### src/rtl/spi_reg_ctrl.sv
// rtl/spi_reg_ctrl.sv - SPI mode-0 slave front end for a 32x8 register file.
// Decodes 16-bit frames (RW, addr, data) into register writes and MISO read-back.
`timescale 1ns/1ps

module spi_reg_ctrl #(
  parameter int SYNC_STAGES = 2,
  parameter int ADDR_W      = 5,
  parameter int DATA_W      = 8
) (
  input  logic              clk,
  input  logic              rst,
  input  logic              spi_sclk,
  input  logic              spi_cs_n,
  input  logic              spi_mosi,
  output logic              spi_miso,
  output logic [ADDR_W-1:0] mem_addr,
  output logic [DATA_W-1:0] mem_wdata,
  output logic              mem_we,
  input  logic [DATA_W-1:0] mem_rdata,
  output logic              busy,
  output logic              frame_err
);

  localparam logic [1:0] ST_IDLE = 2'd0;
  localparam logic [1:0] ST_CMD  = 2'd1;
  localparam logic [1:0] ST_DATA = 2'd2;
  localparam logic [1:0] ST_DONE = 2'd3;

  logic [SYNC_STAGES-1:0] sclk_sync;
  logic [SYNC_STAGES-1:0] cs_sync;
  logic [SYNC_STAGES-1:0] mosi_sync;
  logic                   sclk_prev;
  logic                   cs_prev;

  logic [1:0]        state;
  logic [4:0]        bit_cnt;
  logic [7:0]        rx_shift;
  logic [DATA_W-1:0] tx_shift;
  logic              rw;
  logic              load_tx;

  logic       sclk_s;
  logic       cs_s;
  logic       mosi_s;
  logic       sclk_rise;
  logic       sclk_fall;
  logic       cs_fall;
  logic       cs_rise;
  logic [7:0] byte_next;
  logic       unused_byte_bits;

  assign sclk_s    = sclk_sync[SYNC_STAGES-1];
  assign cs_s      = cs_sync[SYNC_STAGES-1];
  assign mosi_s    = mosi_sync[SYNC_STAGES-1];
  assign sclk_rise = sclk_s & ~sclk_prev;
  assign sclk_fall = ~sclk_s & sclk_prev;
  assign cs_fall   = ~cs_s & cs_prev;
  assign cs_rise   = cs_s & ~cs_prev;

  // Byte completed by the current SCLK rise: 7 bits already shifted plus MOSI now.
  assign byte_next        = {rx_shift[6:0], mosi_s};
  assign unused_byte_bits = ^byte_next[6:5];

  assign busy     = (state != ST_IDLE);
  assign spi_miso = (state == ST_DATA) & rw & tx_shift[DATA_W-1];

  // CS_N chain resets low so a frame in flight at reset needs a fresh fall to restart.
  always_ff @(posedge clk or posedge rst) begin
    if (rst) begin
      sclk_sync <= '0;
      cs_sync   <= '0;
      mosi_sync <= '0;
      sclk_prev <= 1'b0;
      cs_prev   <= 1'b0;
    end else begin
      sclk_sync <= {sclk_sync[SYNC_STAGES-2:0], spi_sclk};
      cs_sync   <= {cs_sync[SYNC_STAGES-2:0], spi_cs_n};
      mosi_sync <= {mosi_sync[SYNC_STAGES-2:0], spi_mosi};
      sclk_prev <= sclk_s;
      cs_prev   <= cs_s;
    end
  end

  always_ff @(posedge clk or posedge rst) begin
    if (rst) begin
      state     <= ST_IDLE;
      bit_cnt   <= 5'd0;
      rx_shift  <= 8'd0;
      tx_shift  <= '0;
      rw        <= 1'b0;
      load_tx   <= 1'b0;
      mem_addr  <= '0;
      mem_wdata <= '0;
      mem_we    <= 1'b0;
      frame_err <= 1'b0;
    end else begin
      mem_we    <= 1'b0;
      frame_err <= 1'b0;
      load_tx   <= 1'b0;

      // mem_addr changed on the 8th rise, so mem_rdata is valid one clk later.
      if (load_tx) begin
        tx_shift <= mem_rdata;
      end else if (sclk_fall && state == ST_DATA && rw &&
                   bit_cnt >= 5'd9 && bit_cnt <= 5'd15) begin
        tx_shift <= {tx_shift[DATA_W-2:0], 1'b0};
      end

      case (state)
        ST_IDLE: begin
          if (cs_fall) begin
            state    <= ST_CMD;
            bit_cnt  <= 5'd0;
            rx_shift <= 8'd0;
          end
        end
        ST_CMD: begin
          if (cs_rise) begin
            state     <= ST_IDLE;
            frame_err <= 1'b1;
          end else if (sclk_rise) begin
            bit_cnt  <= bit_cnt + 5'd1;
            rx_shift <= byte_next;
            if (bit_cnt == 5'd7) begin
              state    <= ST_DATA;
              rw       <= byte_next[7];
              mem_addr <= byte_next[ADDR_W-1:0];
              load_tx  <= byte_next[7];
            end
          end
        end
        ST_DATA: begin
          if (cs_rise) begin
            state     <= ST_IDLE;
            frame_err <= 1'b1;
          end else if (sclk_rise) begin
            bit_cnt  <= bit_cnt + 5'd1;
            rx_shift <= byte_next;
            if (bit_cnt == 5'd15) begin
              state <= ST_DONE;
              if (!rw) begin
                mem_wdata <= byte_next[DATA_W-1:0];
                mem_we    <= 1'b1;
              end
            end
          end
        end
        ST_DONE: begin
          // Bit counter stays at 16; further SCLK edges are ignored.
          if (cs_rise) state <= ST_IDLE;
        end
        default: state <= ST_IDLE;
      endcase
    end
  end

endmodule

### config.mk
export PLATFORM = sky130hd
export DESIGN_NAME = spi_reg_ctrl
export DESIGN_NICKNAME = d
export VERILOG_FILES = /design/src/rtl/spi_reg_ctrl.sv
export SDC_FILE = /design/constraint.sdc
export NUM_CORES = 1
export LEC_CHECK = 0
export CAP_MARGIN = 20
export CORE_ASPECT_RATIO = 1.5
export CORE_MARGIN = 5
export CORE_UTILIZATION = 35
export DETAILED_ROUTE_END_ITERATION = 10
export DONT_BUFFER_PORTS = 1
export PLACE_DENSITY_LB_ADDON = 0.2
export SYNTH_ARGS = -nofsm -noshare
export SYNTH_HDL_FRONTEND = slang
export SYNTH_SLANG_ARGS = --single-unit
### constraint.sdc
create_clock -name clk -period 1.9 [get_ports clk]
set_input_delay 0.285 -clock clk [delete_from_list [all_inputs] [get_ports clk]]
set_output_delay 0.285 -clock clk [all_outputs]
set_load 0.05 [all_outputs]
==> run metrics <==
Worst slew margin=67.1%; Final Instance Area=0.00244 sq mm; post-synth top area share=a little under three fifths; Die H=104 um; Min Hold Slack=0.115 ns; R2R depth=7; worst setup margin=0.0494 ns; setup violators final=0; cell taking the most area after synthesis=dfrtp_1; Routed wire per std cell=between 15 and 20 um; Arr. time, crit path=2.04 ns; root buffer cell=clkbuf_8; most frequent cells after synthesis=dfrtp_1, o21ai_0, mux2_2; sequential element share of the synthesized area=56.8%; Clock Path Buffers=2; total track usage=between 10 and 15%; Crit. Startpoint=bit_cnt[1]; Seq pwr share=a little under half; fmax=0.540 GHz; clock sinks=47; Via density=5.36; top post-synthesis cells by area=dfrtp_1, mux2_2, ha_1, o21ai_0, nor2b_1; Primary FF master, synth=dfrtp_1; die area=0.00759 sq mm; DP Worst Slack=-0.0460 ns; count of pins over their slew limit=0; CP Cell Sequence=ha_1, and3_4, ha_1, inv_1, o31a_1, o31a_1, o211a_1; Reg-to-Reg End=state[1]; FF-to-FF setup slack=0.05 ns; H-tree level count=2; Slew @ Worst Pin=0.492 ns; Cell Pwr Density=slightly above 1000 mW/mm^2; synthesized area=about 0.0021 sq mm; Worst Setup EP=state[1]; Leak=between 1 and 1.5 nW; setup repair after global routing missed its margin=true; Cell Rows=34; Skew-Pair Late Insertion Delay=0.29 ns; Min-Delay Path Class=in -> reg; storage element area=0.00118 sq mm; Mapped Avg Cell Area=11.4 sq um; CP Capture Type=flop; YS warnings=0; Clock power frac=28.7%; final hold vios=0; Crit path required time=between 2 and 2.5 ns; CTS Buf Count=5; Reg-to-Reg Start=bit_cnt[1]; CP max stage cell=dfrtp_1; post-synthesis cell count=around 180; drt initial violations=34; antenna violations before repair=0; DP Area=0.00224 sq mm; Layout area overhead=18.0%; final total power=2.50 mW; status=complete, no violations; WS Path Type=reg -> reg; ANT cells=0; Worst Setup Start Kind=flop; maxcap violations=0; critical path's largest stage delay=about 0.4 ns; DR pass1 iterations=4; skew final=approximately 0.0032 ns; Final GP Congestion=0.726; Layout Nets=approximately 220; syn_nets=202; Tcrit/Tclk final=97.4%; DRC viols=0; DRT antenna net count=0; post-layout util=42.3%; sw frac=31.4%; largest net degree at the start of global routing=26; via count=1474; #FFs+latches synth=between 40 and 50; P_int=approximately 1.7 mW; Post-DP HPWL=between 3000 and 4000 um; VDD IR max=0.367 mV; multi-input logic area=885 sq um; clk slew on worst S/H paths=0.09 ns; gr ovfl total=0; Post-synth EDFFs=0; IO Port Bufs=0; I/O pin total=30; core area=0.00579 sq mm; Die Wd=72.8 um; combinational share of power=24.8%; Async S/R FF share, synth=100%; P_sw=0.787 mW; Worst Path Max Fanout=3; Netlist cell types=33; first-pass GRT wire length=about 7600 um; vias in the first global route=~1600; top-count cell post-synth=dfrtp_1; fin crit period=roughly 1.9 ns; fillers=588; Initial Utilization=35.8%; TritonCTS clock tree=yes; routed wire length=4490 um; share of layout cells above drive strength 1=between 20% and 30%
==> what timing repair did <==
action,4_1_cts,5_1_grt
hold buffers,4,0
pin swaps,0,4
setup endpoints to repair,8,15
hold endpoints to repair,25,0
gates resized for setup,3,10
buffers inserted,1,2
==> cell families (layout without fill, tap and decap cells) <==
kind of cell,count (synthesis),in the layout,synth area share (%)
AO/OA/AOI/OAI,44,44,13.1
flip-flops,47,47,56.8
buffers and inverters,12,33,2.23
adder cells (fa/ha/maj),7,7,4.23
multiplexers,20,20,10.6
AND/OR/NAND/NOR,52,52,13.1
==> sequential cells by signal, summed over array words and instances, names as in the netlist <==
| register | cells |
|---|---|
| mem_addr | 5 |
| mem_wdata | 8 |
| load_tx | 1 |
| rx_shift | 7 |
| cs_prev | 1 |
| sclk_sync | 2 |
| bit_cnt | 5 |
| frame_err | 1 |
| sclk_prev | 1 |
| tx_shift | 8 |
| cs_sync | 2 |
| state | 2 |
| mem_we | 1 |
| mosi_sync | 2 |
| rw | 1 |
==> layout by cell type (no fill, tap or decap), types with 2 or more instances in the layout <==
cell / n
nor2_1: 5
clkbuf_8: 5
and3_1: 2
ha_1: 6
nand2_1: 13
nand2b_1: 3
o21ai_1: 4
mux2i_1: 5
mux2_2: 15
inv_1: 7
dfrtp_1: 47
a21oi_1: 7
buf_4: 11
dlygate4sd3_1: 4
a31oi_1: 7
inv_2: 2
nand3_1: 10
o21ai_0: 14
nor2b_1: 9
o31a_1: 3
==> routing by layer <==
metal,vias up,global-route usage (%),share of wire (%)
met5,-,0,0
met4,0,4.62,1.1
met3,6,3.97,6.6
met2,45,20.7,52
met1,736,15.3,41
li1,687,-,-
==> worst min-delay path by stage <==
stage                       startpoint     endpoint  cells past startpoint
final                     mem_rdata[0]  tx_shift[0]                      2
after global placement             rst   cs_sync[0]                      1
after detailed placement           rst   cs_sync[0]                      1
after floorplan               spi_cs_n   cs_sync[0]                      0
after global routing      mem_rdata[0]  tx_shift[0]                      2
after CTS                 mem_rdata[0]  tx_shift[0]                      2
==> final cells by class <==
class                           instances  share of cell area, %
Timing Repair Buffer                   17                   6.29
Clock buffer                            5                   2.81
Clock inverter                          2                   1.54
Tap cell                               72                   3.68
Multi-Input combinational cell        123                   36.2
Sequential cell                        47                   48.1
Inverter                                9                   1.38
==> worst max-delay path, delay by kind of cell (launching register included) <==
kind                     cells  cell delay (ns)
AO/OA/AOI/OAI                3             0.76
adder cells (fa/ha/maj)      2             0.34
buffers and inverters        1             0.06
flip-flops                   1             0.40
AND/OR/NAND/NOR              1             0.19
==> power groups by stage <==
stage	sequential (mW)	combinational, mW	clock, mW
after detailed placement	1.19	0.556	0
after CTS	1.16	0.607	0.753
after floorplan	1.16	0.399	0
after global routing	1.17	0.685	0.792
after global placement	1.18	0.531	0
final	1.16	0.621	0.718
==> metrics by stage <==
stage               setup TNS [ns]  std cells
CTS                              0        273
global route               -0.0271        275
finish                           0        275
floorplan                        0        182
detailed placement          -0.145        261
global placement                 0        261
No activity file was read; power rests on OpenSTA's default activity.
